$ cat src/rtl/response_framer_pkg.sv
// Shared types and constants for response_framer: bus widths, state encoding
// and the VLQ group thresholds used by the encoder.
package response_framer_pkg;

  localparam int unsigned WORD_W    = 33;
  localparam int unsigned VAL_W     = 32;
  localparam int unsigned VLQ_BYTES = 5;
  localparam int unsigned VLQ_VEC_W = 8 * VLQ_BYTES;

  // A group is needed when the value lies outside [LO, HI) for that shift
  localparam int VLQ_LO28 = -(1 << 26);
  localparam int VLQ_HI28 = 3 << 26;
  localparam int VLQ_LO21 = -(1 << 19);
  localparam int VLQ_HI21 = 3 << 19;
  localparam int VLQ_LO14 = -(1 << 12);
  localparam int VLQ_HI14 = 3 << 12;
  localparam int VLQ_LO7  = -(1 << 5);
  localparam int VLQ_HI7  = 3 << 5;

  typedef enum logic [2:0] {
    IDLE,
    COLLECT,
    ENC_ID,
    ENC_PARAM,
    DONE
  } state_e;

  function automatic logic vlq_out_of_range(input logic signed [31:0] v,
                                            input int lo, input int hi);
    return (v < lo) || (v >= hi);
  endfunction

endpackage

$ cat src/rtl/response_framer_if.sv
// Unit response bus plus downstream byte stream seen by response_framer.
interface response_framer_if;
  import response_framer_pkg::*;

  logic [WORD_W-1:0] param_data;
  logic              param_write;
  logic              invol_req;
  logic              invol_grant;
  logic [7:0]        out_data;
  logic              out_valid;
  logic              out_ready;
  logic              out_last;

  modport master (
    output param_data, param_write, invol_req, out_ready,
    input  invol_grant, out_data, out_valid, out_last
  );

  modport slave (
    input  param_data, param_write, invol_req, out_ready,
    output invol_grant, out_data, out_valid, out_last
  );

endinterface

$ cat src/rtl/response_framer_vlq_encoder.sv
// Combinational VLQ encoder: byte count (1-5) and bytes packed first-out in
// the low byte of the vector.
module response_framer_vlq_encoder
  import response_framer_pkg::*;
(
  input  logic [VAL_W-1:0]     val_i,
  output logic [2:0]           cnt_o,
  output logic [VLQ_VEC_W-1:0] bytes_o
);

  logic signed [31:0] sval;
  logic f28, f21, f14, f7;
  logic [7:0] g28, g21, g14, g7, g0;

  assign sval = $signed(val_i);

  // Once a higher group fires every lower group must follow
  assign f28 = vlq_out_of_range(sval, VLQ_LO28, VLQ_HI28);
  assign f21 = f28 | vlq_out_of_range(sval, VLQ_LO21, VLQ_HI21);
  assign f14 = f21 | vlq_out_of_range(sval, VLQ_LO14, VLQ_HI14);
  assign f7  = f14 | vlq_out_of_range(sval, VLQ_LO7, VLQ_HI7);

  assign g28 = {1'b1, 7'(sval >>> 28)};
  assign g21 = {1'b1, 7'(sval >>> 21)};
  assign g14 = {1'b1, 7'(sval >>> 14)};
  assign g7  = {1'b1, 7'(sval >>> 7)};
  assign g0  = {1'b0, val_i[6:0]};

  assign cnt_o = 3'd1 + 3'(f7) + 3'(f14) + 3'(f21) + 3'(f28);

  always_comb begin
    bytes_o = '0;
    case (cnt_o)
      3'd5:    bytes_o = {g0, g7, g14, g21, g28};
      3'd4:    bytes_o = {8'h00, g0, g7, g14, g21};
      3'd3:    bytes_o = {16'h0000, g0, g7, g14};
      3'd2:    bytes_o = {24'h000000, g0, g7};
      default: bytes_o = {32'h00000000, g0};
    endcase
  end

endmodule

$ cat src/rtl/response_framer.sv
// Buffers one unit response and re-emits it as a VLQ byte stream (ID first).
// Optional RESPONSE_FRAMER_STATS_EN adds frames_sent/frames_dropped counters.
module response_framer
  import response_framer_pkg::*;
#(
  parameter int unsigned MAX_PARAMS = 8,
  parameter int unsigned ID_BITS    = 8
) (
  input  logic               clk,
  input  logic               rst,
  response_framer_if.slave   bus,
  output logic               busy,
  output logic               overrun,
  input  logic               overrun_clr
`ifdef RESPONSE_FRAMER_STATS_EN
  ,
  output logic [15:0]        frames_sent,
  output logic [15:0]        frames_dropped
`endif
);

  localparam int unsigned PTR_W = $clog2(MAX_PARAMS);
  localparam int unsigned CNT_W = $clog2(MAX_PARAMS + 1);

  state_e               state_q, state_d;
  logic [CNT_W-1:0]     cnt_q, cnt_d;
  logic [PTR_W-1:0]     idx_q, idx_d, nxt_idx;
  logic [VAL_W-1:0]     buf_q [MAX_PARAMS];
  logic [VLQ_VEC_W-1:0] sr_q, sr_d;
  logic [2:0]           rem_q, rem_d;
  logic                 valid_q, valid_d, last_q, last_d, wlast_q, wlast_d;
  logic                 busy_q, busy_d, pw_q, drop_q, drop_d;
  logic                 ovr_q, ovr_d, grant_q, grant_d;
  logic                 wr_en, load, shift, wlast_load, ovf, accept, drop_word;
  logic [PTR_W-1:0]     wr_idx;
  logic [VAL_W-1:0]     enc_val;
  logic [2:0]           enc_cnt;
  logic [VLQ_VEC_W-1:0] enc_bytes;
  logic                 unused_param_msb;

  response_framer_vlq_encoder u_vlq_encoder (
    .val_i   (enc_val),
    .cnt_o   (enc_cnt),
    .bytes_o (enc_bytes)
  );

  assign accept    = valid_q & bus.out_ready;
  assign nxt_idx   = idx_q + PTR_W'(1);
  // Words of a response that arrived while busy are swallowed until its ID cycle
  assign drop_word = bus.param_write & (drop_q | (busy_q & (state_q != COLLECT)));
  assign drop_d    = drop_word;
  assign ovr_d     = drop_word | ovf | (ovr_q & ~overrun_clr);
  assign grant_d   = bus.invol_req & (state_q == IDLE) & ~bus.param_write & ~grant_q;

  always_comb begin
    state_d    = state_q;
    cnt_d      = cnt_q;
    idx_d      = idx_q;
    sr_d       = sr_q;
    rem_d      = rem_q;
    valid_d    = valid_q;
    last_d     = last_q;
    wlast_d    = wlast_q;
    busy_d     = busy_q;
    wr_en      = 1'b0;
    wr_idx     = '0;
    load       = 1'b0;
    shift      = 1'b0;
    wlast_load = 1'b0;
    ovf        = 1'b0;
    enc_val    = '0;
    case (state_q)
      IDLE: begin
        if (bus.param_write && !drop_q) begin
          wr_en   = 1'b1;
          cnt_d   = CNT_W'(1);
          busy_d  = 1'b1;
          state_d = COLLECT;
        end
      end
      COLLECT: begin
        if (bus.param_write) begin
          if (cnt_q == CNT_W'(MAX_PARAMS)) begin
            ovf = 1'b1;
          end else begin
            wr_en  = 1'b1;
            wr_idx = PTR_W'(cnt_q);
            cnt_d  = cnt_q + CNT_W'(1);
          end
        end else if (pw_q) begin
          enc_val = VAL_W'(bus.param_data[ID_BITS-1:0]);
          load    = 1'b1;
          state_d = ENC_ID;
        end
      end
      ENC_ID: begin
        enc_val = buf_q[0];
        if (accept) begin
          if (rem_q > 3'd1) begin
            shift = 1'b1;
          end else if (cnt_q == '0) begin
            valid_d = 1'b0;
            last_d  = 1'b0;
            state_d = DONE;
          end else begin
            load       = 1'b1;
            wlast_load = (cnt_q == CNT_W'(1));
            idx_d      = '0;
            state_d    = ENC_PARAM;
          end
        end
      end
      ENC_PARAM: begin
        enc_val = buf_q[nxt_idx];
        if (accept) begin
          if (rem_q > 3'd1) begin
            shift = 1'b1;
          end else if (CNT_W'(idx_q) == cnt_q - CNT_W'(1)) begin
            valid_d = 1'b0;
            last_d  = 1'b0;
            state_d = DONE;
          end else begin
            load       = 1'b1;
            idx_d      = nxt_idx;
            wlast_load = (CNT_W'(nxt_idx) == cnt_q - CNT_W'(1));
          end
        end
      end
      DONE: begin
        busy_d  = 1'b0;
        state_d = IDLE;
      end
      default: state_d = IDLE;
    endcase
    // Shift register either reloads from the encoder or drops the sent byte
    if (load) begin
      sr_d    = enc_bytes;
      rem_d   = enc_cnt;
      valid_d = 1'b1;
      wlast_d = wlast_load;
      last_d  = wlast_load && (enc_cnt == 3'd1);
    end else if (shift) begin
      sr_d   = sr_q >> 8;
      rem_d  = rem_q - 3'd1;
      last_d = wlast_q && (rem_q == 3'd2);
    end
  end

  always_ff @(posedge clk) begin
    if (rst) begin
      state_q <= IDLE;
      cnt_q   <= '0;
      idx_q   <= '0;
      sr_q    <= '0;
      rem_q   <= '0;
      valid_q <= 1'b0;
      last_q  <= 1'b0;
      wlast_q <= 1'b0;
      busy_q  <= 1'b0;
      pw_q    <= 1'b0;
      drop_q  <= 1'b0;
      ovr_q   <= 1'b0;
      grant_q <= 1'b0;
    end else begin
      state_q <= state_d;
      cnt_q   <= cnt_d;
      idx_q   <= idx_d;
      sr_q    <= sr_d;
      rem_q   <= rem_d;
      valid_q <= valid_d;
      last_q  <= last_d;
      wlast_q <= wlast_d;
      busy_q  <= busy_d;
      pw_q    <= bus.param_write;
      drop_q  <= drop_d;
      ovr_q   <= ovr_d;
      grant_q <= grant_d;
    end
  end

  always_ff @(posedge clk) begin
    if (wr_en) buf_q[wr_idx] <= bus.param_data[VAL_W-1:0];
  end

`ifdef RESPONSE_FRAMER_STATS_EN
  logic [15:0] sent_q, dropped_q;
  logic        drop_start;

  assign drop_start = bus.param_write & ~drop_q & busy_q & (state_q != COLLECT);

  always_ff @(posedge clk) begin
    if (rst) begin
      sent_q    <= '0;
      dropped_q <= '0;
    end else begin
      if (accept && last_q) sent_q <= sent_q + 16'd1;
      if (drop_start) dropped_q <= dropped_q + 16'd1;
    end
  end

  assign frames_sent    = sent_q;
  assign frames_dropped = dropped_q;
`endif

  assign unused_param_msb = bus.param_data[WORD_W-1];
  assign bus.invol_grant  = grant_q;
  assign bus.out_data     = sr_q[7:0];
  assign bus.out_valid    = valid_q;
  assign bus.out_last     = last_q;
  assign busy             = busy_q;
  assign overrun          = ovr_q;

endmodule

$ cat src/flat_wrapper.sv
// flat-port wrapper written by rule: the top's interface ports become plain ports
module response_framer_flat import response_framer_pkg::*;
#(
  parameter int unsigned MAX_PARAMS = 8,
  parameter int unsigned ID_BITS    = 8
)
  (clk, rst, busy, overrun, overrun_clr, bus_param_data, bus_param_write, bus_invol_req, bus_out_ready, bus_invol_grant, bus_out_data, bus_out_valid, bus_out_last);
  response_framer_if bus_i ();
  input  logic clk;
  input  logic rst;
  output logic busy;
  output logic overrun;
  input  logic overrun_clr;
  input wire logic [$bits(bus_i.param_data)-1:0] bus_param_data;
  input wire logic [$bits(bus_i.param_write)-1:0] bus_param_write;
  input wire logic [$bits(bus_i.invol_req)-1:0] bus_invol_req;
  input wire logic [$bits(bus_i.out_ready)-1:0] bus_out_ready;
  output wire logic [$bits(bus_i.invol_grant)-1:0] bus_invol_grant;
  output wire logic [$bits(bus_i.out_data)-1:0] bus_out_data;
  output wire logic [$bits(bus_i.out_valid)-1:0] bus_out_valid;
  output wire logic [$bits(bus_i.out_last)-1:0] bus_out_last;
  assign bus_i.param_data = bus_param_data;
  assign bus_i.param_write = bus_param_write;
  assign bus_i.invol_req = bus_invol_req;
  assign bus_i.out_ready = bus_out_ready;
  assign bus_invol_grant = bus_i.invol_grant;
  assign bus_out_data = bus_i.out_data;
  assign bus_out_valid = bus_i.out_valid;
  assign bus_out_last = bus_i.out_last;
  response_framer #(.MAX_PARAMS(MAX_PARAMS), .ID_BITS(ID_BITS)) u_core (.clk(clk), .rst(rst), .bus(bus_i), .busy(busy), .overrun(overrun), .overrun_clr(overrun_clr));
endmodule
$ cat config.mk
export PLATFORM = sky130hd
export DESIGN_NAME = response_framer_flat
export DESIGN_NICKNAME = d
export VERILOG_FILES = /design/src/rtl/response_framer_pkg.sv /design/src/rtl/response_framer_if.sv /design/src/rtl/response_framer_vlq_encoder.sv /design/src/rtl/response_framer.sv /design/src/flat_wrapper.sv
export SDC_FILE = /design/constraint.sdc
export NUM_CORES = 1
export LEC_CHECK = 0
export CAP_MARGIN = 10
export CORE_UTILIZATION = 60
export DETAILED_ROUTE_END_ITERATION = 10
export PLACE_DENSITY = 0.79
export REMOVE_ABC_BUFFERS = 1
export SLEW_MARGIN = 20
export SYNTH_ARGS = -nofsm -noshare
export SYNTH_HDL_FRONTEND = slang
export SYNTH_HIERARCHICAL = 1
export SYNTH_SLANG_ARGS = --single-unit
$ cat constraint.sdc
create_clock -name clk -period 6.41 [get_ports clk]
set_input_delay 0.9615 -clock clk [delete_from_list [all_inputs] [get_ports clk]]
set_output_delay 0.9615 -clock clk [all_outputs]
set_load 0.02 [all_outputs]
-- After elaboration in Yosys (flattened, before gate mapping)
Memory sizes are Yosys's and may differ from the RTL's.
Index checks and enable logic that the tools add are counted.
- add/subtract/negate cells: 8
- reductions and logical operators: 23
- muxes and demuxes: 72
- bitwise gates (word level): 16
- eq/ne operators: 39
- order comparisons: 9
- operators with widths (kind ; number):
    39-bit one-hot mux with 4 select lines ; 1
    32-bit one-hot mux with 3 select lines ; 1
    40-bit two-way mux ; 2
    3-bit two-way mux ; 20
    1-bit two-way mux ; 35
    32-bit by 15-bit greater-or-equal comparator with 1-bit output (second input constant) ; 1
    32-bit by 22-bit greater-or-equal comparator with 1-bit output (second input constant) ; 1
    32-bit by 29-bit greater-or-equal comparator with 1-bit output (second input constant) ; 1
    32-bit by 8-bit greater-or-equal comparator with 1-bit output (second input constant) ; 1
    32-bit by 13-bit < comparator with 1-bit output (second input constant) ; 1
    32-bit by 20-bit < comparator with 1-bit output (second input constant) ; 1
    32-bit by 27-bit < comparator with 1-bit output (second input constant) ; 1
    32-bit by 6-bit < comparator with 1-bit output (second input constant) ; 1
    32-bit two-way mux ; 1
    7-bit AND reduction ; 3
    2-bit != test (second input constant) ; 8
    4-bit by 1-bit != test with 1-bit output (second input constant) ; 4
    3-bit by 2-bit equality test with 1-bit output (second input constant) ; 5
    3-bit by 1-bit != test with 1-bit output (second input constant) ; 5
    4-bit two-way mux ; 3
    3-bit one-hot mux with 4 select lines ; 1
    3-bit equality test (second input constant) ; 3
    3-bit by 4-bit equality test with 1-bit output ; 2
    8-bit two-way mux ; 1
    33 further kinds ; 64
- bits in writable memories: 256
- memories: 1
- output and inout port bits: 13
- word-level logic and storage cells: 181
- flip-flop bits (word level): 61
- memories (name ; words ; width ; rd ports ; clocked after memory_dff ; write ports ; line ; RTL):
    u_core.buf_q ; 8 ; 32 ; 2 ; 0 ; 1 ; response_framer.sv:28 ; logic [VAL_W-1:0] buf_q [MAX_PARAMS];

-- Logic depth before layout (Yosys ltp)
Gate-level depths: netlist of run 1.
- word-level depth: 15
- gate-level depth with buffers: 23

-- Modules after synthesis
The synthesis of run 1 kept the hierarchy.
- by module, submodules not included (module ; cells each ; sequential area each (µm²) ; area an instance (µm²) ; times used):
    response_framer ; 787 ; 8908.5 ; 12722.2 ; 1
    response_framer_vlq_encoder ; 169 ; 0.0 ; 1092.3 ; 1

-- Worst setup path before layout of run 1
OpenSTA, ideal clock, no wires.
- path kind: reg-to-reg
- start point: register u_core.idx_q[1]
- end point: register u_core.sr_q[9]
- path buffers: 6
- arrival time: 5075 ps
- stages on the path, launching flop included: 21
- setup time: 128 ps
- path slack: 1208 ps
- path through: dfxtp_1 ha_1 clkbuf_1 clkbuf_1 mux4_2 a22oi_1 nand2_1 or4_1 o21a_1 inv_1 buf_4 buf_4 ha_1 inv_1 ha_1 buf_2 buf_1 mux2_2 a221o_1 a222oi_1 nor2_1
- cells in the longest elaborated chain, start to end: 15
- elaborated cells on any way between the ends: 34
- classes of those cells: 5 x add/sub; 8 x order compare; 5 x eq/ne; 7 x mux; 3 x bitwise; 5 x reduce/logical; 1 x memory
- RTL lines (what ; line ; RTL):
    start, declared ; response_framer.sv:27 ; logic [PTR_W-1:0] idx_q, idx_d, nxt_idx;
    start signal, assigned ; response_framer.sv:167 ; idx_q <= idx_d;
    3-bit by 1-bit adder with 3-bit output * ; response_framer.sv:48 ; assign nxt_idx = idx_q + PTR_W'(1);
    memory read 8 x 32 bit * ; - ;
    32-bit one-hot mux with 3 select lines * ; response_framer.sv:72 ; case (state_q)
    via u_core.enc_val[31] ; response_framer.sv:36 ; logic [VAL_W-1:0] enc_val;
    32-bit by 27-bit < comparator with 1-bit output (tied with other cells) ; response_framer_pkg.sv:30 ; return (v < lo) || (v >= hi);
    1-bit logical OR ; response_framer_pkg.sv:30 ;
    1-bit bitwise OR ; response_framer_vlq_encoder.sv:19 ; assign f21 = f28 | vlq_out_of_range(sval, VLQ_LO21, VLQ_HI21);
    1-bit bitwise OR ; response_framer_vlq_encoder.sv:20 ; assign f14 = f21 | vlq_out_of_range(sval, VLQ_LO14, VLQ_HI14);
    1-bit bitwise OR ; response_framer_vlq_encoder.sv:21 ; assign f7 = f14 | vlq_out_of_range(sval, VLQ_LO7, VLQ_HI7);
    1-bit by 1-bit adder with 2-bit output ; response_framer_vlq_encoder.sv:29 ; assign cnt_o = 3'd1 + 3'(f7) + 3'(f14) + 3'(f21) + 3'(f28);
    2-bit by 1-bit adder with 3-bit output ; response_framer_vlq_encoder.sv:29 ;
    3-bit by 1-bit adder with 3-bit output ; response_framer_vlq_encoder.sv:29 ;
    3-bit by 1-bit adder with 3-bit output * ; response_framer_vlq_encoder.sv:29 ;
    3-bit by 2-bit equality test with 1-bit output or 3-bit equality test (tied branches) ; response_framer_vlq_encoder.sv:33 ; case (cnt_o)
    39-bit one-hot mux with 4 select lines * ; response_framer_vlq_encoder.sv:33 ;
    via u_core.enc_bytes[9] ; response_framer.sv:38 ; logic [VLQ_VEC_W-1:0] enc_bytes;
    40-bit two-way mux * ; response_framer.sv:136 ; if (load) begin
    end signal, assigned ; response_framer.sv:168 ; sr_q <= sr_d;
    end, declared ; response_framer.sv:29 ; logic [VLQ_VEC_W-1:0] sr_q, sr_d;
Mark *: on every way through the listed nets, which the timed path passes. The rest lies on a longest branch.
A chain may end at the register's enable or synchronous reset.

-- Final worst setup path of run 1
- start point: register u_core.state_q[1]
- end point: register u_core.sr_q[14]
- cells in the longest elaborated chain, start to end: 14
- elaborated cells on any way between the ends: 33
- classes of those cells: 4 x add/sub; 8 x order compare; 7 x eq/ne; 5 x mux; 3 x bitwise; 6 x reduce/logical
- RTL lines (what ; line ; RTL):
    start, declared ; response_framer.sv:25 ; state_e state_q, state_d;
    start signal, assigned ; response_framer.sv:165 ; state_q <= state_d;
    3-bit by 2-bit equality test with 1-bit output or 3-bit by 1-bit equality test with 1-bit output (tied branches) ; response_framer.sv:72 ;
    32-bit one-hot mux with 3 select lines * ; response_framer.sv:72 ;
    via u_core.enc_val[29] ; response_framer.sv:36 ;
    32-bit by 27-bit < comparator with 1-bit output (tied with other cells) ; response_framer_pkg.sv:30 ;
    1-bit logical OR ; response_framer_pkg.sv:30 ;
    1-bit bitwise OR ; response_framer_vlq_encoder.sv:19 ;
    1-bit bitwise OR ; response_framer_vlq_encoder.sv:20 ;
    1-bit bitwise OR ; response_framer_vlq_encoder.sv:21 ;
    1-bit by 1-bit adder with 2-bit output ; response_framer_vlq_encoder.sv:29 ;
    2-bit by 1-bit adder with 3-bit output ; response_framer_vlq_encoder.sv:29 ;
    3-bit by 1-bit adder with 3-bit output ; response_framer_vlq_encoder.sv:29 ;
    3-bit by 1-bit adder with 3-bit output * ; response_framer_vlq_encoder.sv:29 ;
    3-bit by 2-bit equality test with 1-bit output or 3-bit equality test (tied branches) ; response_framer_vlq_encoder.sv:33 ;
    39-bit one-hot mux with 4 select lines * ; response_framer_vlq_encoder.sv:33 ;
    via u_core.enc_bytes[14] ; response_framer.sv:38 ;
    40-bit two-way mux * ; response_framer.sv:136 ;
Marks and branches as above.

==> results of run 1 <==
## flip-flops by register name (all words and copies together) (netlist names), 3 cells and up
name            cells
u_core/state_q      3
u_core/buf_q      256
u_core/idx_q        3
u_core/cnt_q        4
u_core/rem_q        3
u_core/sr_q        40
## power by group
group          leakage (nW)  internal [mW]  switching [mW]  total [mW]
Sequential             2.81           2.35          0.0748        2.43
Combinational          1.81          0.652            1.16        1.81
Clock                 0.515           1.07           0.756        1.83
## worst max-delay path, stage by stage (launching register included)
cell	delay (ns)
dfxtp_1	0.58
nand3b_1	0.38
nor2_2	0.56
buf_4	0.33
a22oi_1	0.12
nand2_1	0.18
nand4_1	0.24
nor4_1	0.72
a22o_1	0.24
ha_1	0.12
inv_1	0.04
ha_1	0.85
mux2_2	0.42
a221o_1	0.33
a222oi_1	0.34
nor2_1	0.09
## synth_stat cells (all sizes together) (3+ instances only)
cell | n | area (um^2)
nor4 | 5 | 31.3
a222oi | 32 | 320
buf | 44 | 283
xor2 | 6 | 52.6
and4 | 3 | 26.3
nor3b | 5 | 48.8
clkbuf | 33 | 124
a311oi | 9 | 78.8
nand2 | 129 | 484
xnor2 | 9 | 78.8
o21ai | 6 | 30.0
a221o | 14 | 140
mux2i | 7 | 70.1
and2 | 10 | 62.6
a21oi | 19 | 95.1
ha | 9 | 113
and3 | 16 | 105
a211oi | 6 | 50.1
nor3 | 14 | 75.1
dfxtp | 61 | 1220
nor2 | 68 | 258
edfxtp | 256 | 7690
mux4 | 64 | 1440
nor2b | 5 | 31.3
mux2 | 7 | 78.8
o211ai | 3 | 27.5
a31oi | 17 | 113
inv | 10 | 37.5
a22oi | 25 | 188
nor4b | 4 | 41.3
or2 | 3 | 18.8
nand3 | 18 | 90.1
nand2b | 5 | 31.3
nand3b | 4 | 30.0
nand4 | 5 | 31.3
## cells by family after synthesis
logic type,Yosys count,synth area share (%)
flip-flops,317,64.5
AND/OR/NAND/NOR,302,10.4
AO/OA/AOI/OAI,147,8.60
buffers and inverters,87,3.22
multiplexers,78,11.5
XOR/XNOR,15,0.951
adder cells (fa/ha/maj),9,0.815
other,1,0.0271
## layer usage
metal  global-route usage [%]  part of all wire, %  vias up
met3                     5.07                  8.9       76
met5                        0                    0        -
met4                     10.3                  3.5        0
li1                         -                    -     3823
met1                     35.4                   39     4226
met2                     43.3                   49      458
## layout make-up
cell class	count	area (um^2)	share of cell area, %
Clock inverter	21	224	1.43
Clock buffer	37	818	5.24
Timing Repair Buffer	76	718	4.60
Sequential cell	317	8910	57.1
Inverter	10	37.5	0.240
Multi-Input combinational cell	552	4540	29.1
Tap cell	285	357	2.28
## worst min-delay path by stage
stage / startpoint / endpoint / cells past startpoint
2_1_floorplan: u_core/sr_q[32]$_SDFFE_PP0P_ / u_core/sr_q[32]$_SDFFE_PP0P_ / 2
3_3_place_gp: u_core/sr_q[38]$_SDFFE_PP0P_ / u_core/sr_q[38]$_SDFFE_PP0P_ / 2
3_5_place_dp: u_core/bus.out_last$_SDFFE_PP0P_ / u_core/bus.out_last$_SDFFE_PP0P_ / 2
4_1_cts: u_core/sr_q[39]$_SDFFE_PP0P_ / u_core/sr_q[39]$_SDFFE_PP0P_ / 2
5_1_grt: u_core/sr_q[35]$_SDFFE_PP0P_ / u_core/sr_q[35]$_SDFFE_PP0P_ / 2
6_report: u_core/bus.out_last$_SDFFE_PP0P_ / u_core/bus.out_last$_SDFFE_PP0P_ / 2
## per-stage QoR
| stage | cell area [um^2] | setup TNS [ns] | cells | utilization, % | total power [mW] |
|---|---|---|---|---|---|
| finish | 15600 | 0 | 1298 | 68.9 | 6.07 |
| global route | 15600 | 0 | 1298 | 68.9 | 6.33 |
| CTS | 15600 | 0 | 1298 | 68.9 | 6.02 |
| detailed placement | 14600 | 0 | 1240 | 64.3 | 4.19 |
| global placement | 14600 | 0 | 1240 | 64.3 | 4.16 |
| floorplan | 13400 | -63.65 | 879 | - | 3.65 |
==> results summary, run 1 <==
The run finished with clean final reports. After technology mapping, the gate count stands at 956. The quantity of I/O buffers inserted on ports is 50. The top cell types in the final layout, fill and taps aside, are edfxtp_1, nand2_1, mux4_2. The worst IR drop on VDD came out at around 360 uV. The initial antenna violation count is 0. The critical path ends at u_core/sr_q[14]$_SDFFE_PP0P_. Of all nets on the critical path, the largest fanout is 18. The fraction of final layout cells with drive strength greater than 1 came out at 17.4%. At the later pin of the worst-skew pair, clock insertion delay measures 0.57 ns. Setup repair after global routing left no endpoint under its margin. The total grt overflow is 0. The detailed-route via count is 8583. The total number of yosys warnings is 6. After floorplanning, the core was divided into 55 placement rows. The die span in x came out at between 150 and 200 um. The final max-slew violation count is 0. Counting flops with an async set or reset pin after synthesis yields a share of 0%.

The worst setup path is captured at a flop. The synthesized area per cell is 14.5 um^2. The tool flagged a number of max-cap violations equal to 0. The count of cells resized by post-cts repair came out at 0.

The number of antenna cells inserted came out at 0. Static timing analysis puts the maximum clock frequency at 0.176 GHz. The tree is rooted in a clkbuf_16. The pre-CTS setup slack is 0.976 ns.

The critical path data arrival time is ~6.1 ns. The share of the cycle needed by the critical path after routing is roughly nine tenths. The starting density of the core is 61.0%. The DRC marker count from the first detailed-route iteration is between 900 and 1k. At the pin with the least slew margin, the transition time is 1.09 ns.

The path depth of the worst reg2reg path is 15. For this design the static power due to leakage is 5.14 nW. The class of the most critical setup path is flop to flop. Once detail routing completed, the nets flagged for antenna violations numbered 0.

The setup slack of the most critical reg-to-reg path came out at roughly 0.7 ns. The post-route DRC violation count is 0. The final setup slack of the worst path is slightly above 0.7 ns. The power per cell area came out at just under 400 nW/um^2.

The number of global-route vias before repair came to 8568. The worst setup path is launched from a flop. The number of clock buffers added by TritonCTS is 31. The share of the Yosys chip area taken by registers is 64.5%. The time the worst path needs with I/O delays and setup is 5.70 ns.

The weighted congestion at the end of routability-driven global placement is 0.895. The total setup violations reported at the end of the flow is 0. The worst register-to-register path begins at u_core/state_q[1]$_SDFFE_PP0P_.

Measured against its own limit, the worst slew margin works out to 26.6%. The largest net degree at the start of global routing is 68. The buffer depth of the longest clock path is 3.

The area of the mapped netlist is 13800 um^2. The worst path required time is a little under 7 ns. The clock transition at the registers of the reported paths is 0.06 ns. The vertical extent of the die is 154 um. The number of distinct standard cells referenced by the synthesized netlist is 65. Final hold analysis gives a worst-case slack of 0.473 ns. The routed length per placed instance came out at 23.5 um. The number of clock sinks seen by CTS is 317. The clock tree from TritonCTS is built.

The CTS H-tree depth is 1. The number of fill cells is 1454. For this design the top-level I/O count stands at 52. The synthesized design contains 256 enable-type register cells. The global-route wire length before repair is about 48 mm. The number of hold buffers added after CTS is 0.

The average vias per placed instance is 6.61. The total detailed-routing wirelength came out at 30.5 mm. The core region is 22600 um^2. Counting flops and latches in the post-synthesis netlist gives 317.

The first TritonRoute pass finished after 10 iterations. The global routing usage summed across all routing layers came out at 26.4%. The estimated wirelength of the detail-placed design is ~17 mm. The floorplan die area is 23600 um^2. The area added between synthesis and finish came out at 13.0%.

The source of the critical timing path is u_core/state_q[1]$_SDFFE_PP0P_. Leaving out fill and tap cells, the most frequent cell in the layout is edfxtp_1. The type of the tightest min-delay check is flop to flop. After the last flow step, the layout net total stands at 1036.

The buffer count from post-CTS setup fixing came out at 0. The worst setup skew after layout is 0.0102 ns. The most common flop cell mapped by yosys is edfxtp_1. In this run the critical register-to-register path is captured at u_core/sr_q[14]$_SDFFE_PP0P_.

The number of hold violations in the final report was 0.
No activity file was read; power rests on OpenSTA's default activity.
==> run 2, diff against run 1 <==
Settings changed: HOLD_SLACK_MARGIN set to 0.08, PLACE_DENSITY 0.79 to 0.77.
==> run 2 against run 1 <==
- highest routed layer unchanged
- core utilization down 0.12 points
- sequential cell count unchanged
- sequential power about the same
- clock power shrank 3%
- global-route usage decreased by 0.31 points
- sequential share of layout area grew 0.10 points
- register-to-register slack improved by 0.36 ns
- worst hold slack got worse by 0.0028 ns
==> results summary, run 2 (synthesis results as in run 1) <==
The count of max-cap constraint violations came out at 0 (unchanged). The endpoint kind of the worst setup timing path is a flop. The share of total power in combinational logic was 30.3% (+0.5 points). The clock transition at the registers of the reported paths came out at 0.06 ns (about the same). The area added between synthesis and finish came out at 12.8%. The transition time at the pin with the least slew margin is 1.06 ns (-0.0263 ns).

The total buffers and inverters traversed by the critical path came to 3 (+1). The I/O pin count is 52 (unchanged). The final-stage net count came out at 1036 (unchanged). The setup TNS after final layout is 0 ns (unchanged). The pre-CTS setup slack is 0.888 ns (-0.0884 ns).

The number of antenna cells inserted was 0 (unchanged). In the layout the commonest cells are edfxtp_1, nand2_1, mux4_2. The top register by number of flip-flops is u_core/buf_q. The most prevalent standard cell on the critical path is ha_1. The global-route wire length before repair came out at 47.2 mm (-0.73%). The total setup violations reported at the end of the flow came out at 0 (unchanged). In the final layout, the registers with the most flip-flops are u_core/buf_q (256), u_core/sr_q (40), u_core/cnt_q (4). Tracing the worst setup path back leads to its startpoint at u_core/idx_q[1]$_SDFFE_PP0P_.

The share of the cycle needed by the critical path after routing is 83.3% (-5.6 points). The startpoint of the lowest-slack hold path is u_core/bus.out_last$_SDFFE_PP0P_. Traced cell by cell, the critical path runs through ha_2, buf_12, mux4_2, a22oi_1, nand2_1, or4_1, nor2_2, and4_1, a22o_1, ha_1, inv_1, ha_1, buf_4, mux2_2, a221o_1, a222oi_1, nor2_1. Clock tree synthesis selected as its root buffer the cell clkbuf_16. The number of hold violations in the final report came to 0 (unchanged). The largest net degree at the start of global routing came to 68 (unchanged). The average vias per placed instance is 6.53 (-1.3%).

The critical path data arrival time was 5.75 ns (-0.37 ns). The number of buffers added by the clock tree synthesis step came out at 31 (unchanged). The fraction of final layout cells with drive strength greater than 1 was 17.9% (+0.49 points). The number of global-route vias before repair is 8314 (-3.0%). The vertical extent of the die came out at 154 um (unchanged). The final max-slew violation count came out at 0 (unchanged). The starting density of the core is 61.0% (unchanged). The first-pass iteration count of the detailed router was 11 (+1). The insertion delay of the later-clocked pin in the worst-skew pair is 0.56 ns (about the same).

The number of stages on the worst hold path came out at 2 (unchanged). The setup slack of the most critical reg-to-reg path came out at 1.07 ns (+0.36 ns). The quantity of I/O buffers inserted on ports is 50 (unchanged). The path with the worst hold slack has its endpoint at u_core/bus.out_last$_SDFFE_PP0P_. The buffer count from post-CTS setup fixing came out at 0 (unchanged). The internal power of the cells is 4.05 mW (-0.87%). The path depth of the worst reg2reg path is 17 (+2). Setup repair after global routing left no endpoint under its margin.

The placeable core area came to 22600 um^2 (unchanged). The leakage power summed over all cells came out at 5.12 nW (-0.38%). The tightest min-delay check is of the flop to flop type. The flow ran to the end, and the final reports show no timing, DRC or antenna violations.

The die span in x came out at 154 um (unchanged). The total detailed-routing wirelength came to 30.0 mm (-1.5%). The weighted congestion at the end of routability-driven global placement is 0.885 (-1.1%). The highest achievable clock rate is 0.187 GHz (+6.8%). The total grt overflow came out at 0 (unchanged). The switching power total is 2.00 mW (+0.44%). The floorplan row count came out at 55 (unchanged). The worst setup skew after layout came out at 0.0171 ns (+0.00684 ns). The number of clock sinks seen by CTS came to 317 (unchanged).

The post-route DRC violation count came out at 0 (unchanged). The library cell used most frequently in the layout, excluding fill and tap cells, is edfxtp_1. The switching share of total power is 33.0% (+0.29 points). The initial antenna violation count came out at 0 (unchanged). The count of cells resized by post-cts repair came out at 0 (unchanged). TritonCTS built the clock tree. The final cell utilization of the core is 68.8% (-0.12 points). STA classifies the critical path startpoint as a flop.

The slowest stage of the critical path is the ha_2 cell. The worst register-to-register path begins at u_core/idx_q[1]$_SDFFE_PP0P_. The CTS H-tree depth is 1 (unchanged). The final setup slack of the worst path was 1.07 ns (+0.360 ns). The number of hold buffers added after CTS is 0 (unchanged). The worst setup path is of the flop to flop kind.

The DRC marker count from the first detailed-route iteration is 1049 (+6.6%). The worst path required time is 6.83 ns (about the same). The part of the total power dissipated in the clock network is 29.5% (-0.7 points). The global routing usage summed across all routing layers was 26.1% (-0.31 points).

The endpoint identified for the worst register-to-register timing path is u_core/sr_q[13]$_SDFFE_PP0P_. The buffer depth of the longest clock path is 3 (unchanged). The time the worst path needs with I/O delays and setup is 5.34 ns (-0.360 ns). The floorplan die area came out at 23600 um^2 (unchanged). The estimated wirelength of the detail-placed design came to 17.0 mm (+0.12%).

The routed length per placed instance came out at 23.1 um (-1.5%). The worst IR drop on VDD is 271 uV (-25%). The share of total power in sequential cells is 40.2% (+0.2 points). The kind of cell with the highest combined delay along the critical path is adder cells. The delay of the slowest critical-path stage is 0.67 ns (-0.18 ns).

The number of flip-flops under the largest register name is 256 (unchanged). The top fanout value on the critical path came out at 27 (+9). The tightest slew margin relative to the limit is 28.4% (+1.8 points). The count of nets left with antenna violations after detail routing is 0 (unchanged). The detailed-route via count is 8473 (-1.3%). The number of fill cells was 1472 (+1.2%). The power per cell area was 388 nW/um^2 (-0.26%).
run 2: cell types whose count changed in the layout (fill, tap and decap cells not counted), sizes merged:
cell and delta:
clkinv -6, clkinvlp +3, inv +3, bufinv -2, clkbuf +2
run 2: layout make-up:
cell class	instances	area [um^2]	share of cell area [%]
Tap cell	285	357	2.29
Timing Repair Buffer	76	718	4.61
Inverter	10	37.5	0.241
Multi-Input combinational cell	552	4540	29.1
Clock inverter	19	169	1.08
Sequential cell	317	8910	57.2
Clock buffer	39	846	5.43
run 2: power by group through the flow:
stage | Combinational (mW) | Clock (mW) | Sequential [mW]
after floorplan | 1.18 | 0 | 2.46
after global placement | 1.72 | 0 | 2.46
after detailed placement | 1.74 | 0 | 2.47
after CTS | 1.76 | 1.81 | 2.43
after global routing | 1.95 | 1.88 | 2.44
final | 1.83 | 1.78 | 2.43
run 2: worst max path at each step:
stage	to	cells past startpoint	slack, ns
finish	u_core/sr_q[13]$_SDFFE_PP0P_	17	1.07
global route	u_core/sr_q[1]$_SDFFE_PP0P_	20	0.76
CTS	u_core/sr_q[1]$_SDFFE_PP0P_	20	0.80
detailed placement	u_core/sr_q[2]$_SDFFE_PP0P_	19	0.89
global placement	u_core/sr_q[0]$_SDFFE_PP0P_	20	1.11
floorplan	u_core/sr_q[10]$_SDFFE_PP0P_	14	-2.28
run 2: per-stage QoR:
stage	total power, mW	cells	instance area, um^2	hold slack [ns]
2_1_floorplan	3.65	879	13400	0.441
3_3_place_gp	4.18	1240	14600	0.457
3_5_place_dp	4.21	1240	14600	0.462
4_1_cts	5.99	1298	15600	0.471
5_1_grt	6.27	1298	15600	0.485
6_report	6.04	1298	15600	0.470
run 2: worst min-delay path: stages (launching register included):
cell      delay (ns)
dfxtp_1         0.31
nand2b_1        0.06
o22ai_1         0.05
run 2: routing by layer:
metal | GRT usage (%) | wire [um] | vias to the layer above
met3 | 3.66 | 2290 | 61
met1 | 35.5 | 12100 | 4179
met4 | 8.29 | 761 | 0
met2 | 44.0 | 14900 | 406
li1 | - | - | 3827
met5 | 0 | 0 | -
==> run 3, diff against run 2 <==
Clock period 6.41 ns to 5.13 ns, I/O delays scaled along.
==> run 3 against run 2 <==
- core utilization is 0.82 points higher
- largest cell class unchanged
- setup slack got worse by 0.82 ns
- maximum frequency rose by 9.5%
- clock skew down 0.0084 ns
- non-clock buffer count rose by 12
- design area grew 1.2%
- total power grew 28%
- highest routed layer unchanged
- clock power grew 29%
- critical path depth stayed put
==> results summary, run 3 (synthesis results as in run 1) <==
The number of hold violations in the final report came out at 0 (unchanged). The area added between synthesis and finish came out at 14.1%. The quantity of I/O buffers inserted on ports is 50 (unchanged). The number of stages on the worst hold path was 2 (unchanged).

The post-layout total power came out at 7.71 mW (+28%). The floorplan row count is 55 (unchanged). The count of nets left with antenna violations after detail routing came out at 0 (unchanged). The worst register-to-register path begins at u_core/idx_q[0]$_SDFFE_PP0P_. The routed length per placed instance is 23.1 um (-0.15%). The worst hold path begins at u_core/sr_q[14]$_SDFFE_PP0P_. The insertion delay of the later-clocked pin in the worst-skew pair is 0.57 ns (about the same). The number of hold buffers added after CTS came out at 0 (unchanged).

The top fanout value on the critical path came to 14 (-48%). The largest registers in the layout are u_core/buf_q (256), u_core/sr_q (40), u_core/cnt_q (4). In this run the clock root is driven by a clkbuf_16. The number of clock sinks seen by CTS is 317 (unchanged). The tightest slew margin relative to the limit came out at 22.1% (-6.3 points). The part of the total power dissipated in the clock network is 29.7% (+0.2 points). The share of total power in combinational logic is 31.0% (+0.7 points). The DRC marker count from the first detailed-route iteration is 1169 (+11%). The internal power of the cells is 5.22 mW (+29%).

The switching power total was 2.48 mW (+24%). The highest achievable clock rate is 0.205 GHz (+9.5%). The placeable core area is 22600 um^2 (unchanged). The clock transition at the registers of the reported paths is 0.06 ns (about the same). The endpoint of the worst hold path is u_core/sr_q[6]$_SDFFE_PP0P_. The count of max-cap constraint violations came to 0 (unchanged). The worst path required time is 5.56 ns (-1.27 ns). The number of buffers added by the clock tree synthesis step came to 31 (unchanged). The starting density of the core is 61.0% (unchanged). The final cell utilization of the core is 69.6% (+0.82 points). The buffer depth of the longest clock path is 3 (unchanged). The worst IR drop on VDD came out at 441 uV (+63%). The critical path data arrival time is 5.30 ns (-0.45 ns). The worst register-to-register path ends at u_core/sr_q[22]$_SDFFE_PP0P_. The share of total power in sequential cells came to 39.2% (-1.0 points).

The weighted congestion at the end of routability-driven global placement was 0.904 (+2.2%). The delay of the slowest critical-path stage came out at 0.54 ns (-0.13 ns). The global-route wire length before repair is 47.1 mm (-0.26%). The critical path is of the flop to flop type. The critical path goes through ha_2, buf_4, mux4_2, a22oi_1, nand2_1, or4_1, nor3_2, and4_1, a22o_1, ha_1, inv_1, ha_1, buf_12, and3b_1, a221o_1, a222oi_1, nor2_1. The final design instance area without fill is 15800 um^2 (+1.2%).

The share of the cycle needed by the critical path after routing is 95.0% (+12 points). The post-route DRC violation count came out at 0 (unchanged). The fraction of final layout cells with drive strength greater than 1 is 17.8% (-0.094 points). The CTS H-tree depth came out at 1 (unchanged).

In the layout the commonest cells are edfxtp_1, nand2_1, mux4_2. The initial antenna violation count came to 1 (+1). The time the worst path needs with I/O delays and setup is 4.87 ns (-0.464 ns).

STA classifies the critical path endpoint as a flop. The leakage power summed over all cells is 5.21 nW (+1.8%). The worst setup skew after layout came out at 0.00869 ns (-0.00837 ns). The I/O pin count is 52 (unchanged). The floorplan die area is 23600 um^2 (unchanged). Leaving out fill and tap cells, the most frequent cell in the layout is edfxtp_1. The total setup violations reported at the end of the flow came out at 0 (unchanged).

The detailed-route via count is 8603 (+1.5%). The setup TNS after final layout is 0 ns (unchanged). The worst setup path is launched from a flop. The switching share of total power came out at 32.2% (-0.84 points). The total detailed-routing wirelength came to 30.3 mm (+0.77%).

The average vias per placed instance came out at 6.57 (+0.60%). The die span in x is 154 um (unchanged). The final max-slew violation count is 0 (unchanged). Tracing the worst setup path back leads to its startpoint at u_core/idx_q[0]$_SDFFE_PP0P_. The most prevalent standard cell on the critical path is ha_1. The post-detailed-placement cell area came to 14700 um^2 (+1.0%). The number of flip-flops under the largest register name is 256 (unchanged).

The setup slack of the most critical reg-to-reg path came out at 0.26 ns (-0.82 ns). The global routing usage summed across all routing layers was 26.2% (+0.064 points). Ranked by flip-flop count, first place goes to u_core/buf_q.

The vertical extent of the die came out at 154 um (unchanged). The count of cells resized by post-cts repair came out at 0 (unchanged). The largest net degree at the start of global routing is 62 (-8.8%). The estimated wirelength of the detail-placed design came to 17.6 mm (+3.3%).

The buffer count from post-CTS setup fixing came out at 0 (unchanged). The final setup slack of the worst path came out at 0.257 ns (-0.816 ns). The total grt overflow came to 0 (unchanged).

Setup repair after global routing left no endpoint under its margin. The transition time at the pin with the least slew margin came out at 1.16 ns (+0.0929 ns). On the critical path, the stage with the largest delay is an instance of or4_1. TritonCTS built the clock tree. The run finished with clean final reports. The first-pass iteration count of the detailed router is 7 (-4). The path depth of the worst reg2reg path came out at 17 (unchanged). The power per cell area came out at 489 nW/um^2 (+26%). The pre-CTS setup slack is 0.358 ns (-0.530 ns). The number of global-route vias before repair came out at 8352 (+0.46%). The worst hold path belongs to the class flop to flop.

The final-stage net count is 1048 (+1.2%).
[run 3: changes by cell type in the layout (fill, tap and decap cells not counted), sizes merged]
cell	previous run	this run
buf	27	39
clkinv	9	15
clkbuf	39	35
bufinv	2	5
clkinvlp	4	1
inv	14	11
diode	0	1
[run 3: area by class of cell]
class,instances,area (um^2)
sequential,317,8910
fill,1475,6870
multi-input combinational,552,4540
timing repair buffer,88,888
clock buffer,35,791
tap,285,357
clock inverter,22,239
inverter,10,37.5
antenna,1,2.50
[run 3: worst max path at each step]
stage,slack (ns),cells past startpoint,to
5_1_grt,0.12,17,u_core/sr_q[18]$_SDFFE_PP0P_
4_1_cts,0.31,20,u_core/sr_q[0]$_SDFFE_PP0P_
6_report,0.26,17,u_core/sr_q[22]$_SDFFE_PP0P_
3_3_place_gp,0.44,17,u_core/sr_q[21]$_SDFFE_PP0P_
3_5_place_dp,0.36,20,u_core/sr_q[0]$_SDFFE_PP0P_
2_1_floorplan,-3.56,14,u_core/sr_q[10]$_SDFFE_PP0P_
[run 3: through the flow]
step	cells	hold slack (ns)
2_1_floorplan	879	0.441
3_3_place_gp	1251	0.455
3_5_place_dp	1251	0.462
4_1_cts	1308	0.471
5_1_grt	1310	0.490
6_report	1310	0.474
[run 3: power groups by stage]
stage               combinational (mW)  clock, mW  sequential (mW)
global route                      2.55       2.41             3.04
floorplan                         1.48          0             3.07
CTS                               2.27       2.32             3.02
finish                            2.39       2.29             3.02
detailed placement                2.26          0             3.08
global placement                  2.25          0             3.07
[run 3: routing by layer]
metal	global-route usage (%)	vias up	part of all wire [%]
li1	-	3845	-
met1	35.9	4298	41
met2	43.1	393	49
met3	3.78	67	7.2
met4	9.67	0	3.0
met5	0	-	0
[run 3: worst max-delay path, delay by kind of cell (launching register included)]
family                   cells  cell delay [ns]
AND/OR/NAND/NOR              6             1.55
multiplexers                 1             0.33
adder cells (fa/ha/maj)      3             0.93
AO/OA/AOI/OAI                4             1.06
buffers and inverters        3             0.49
flip-flops                   1             0.35
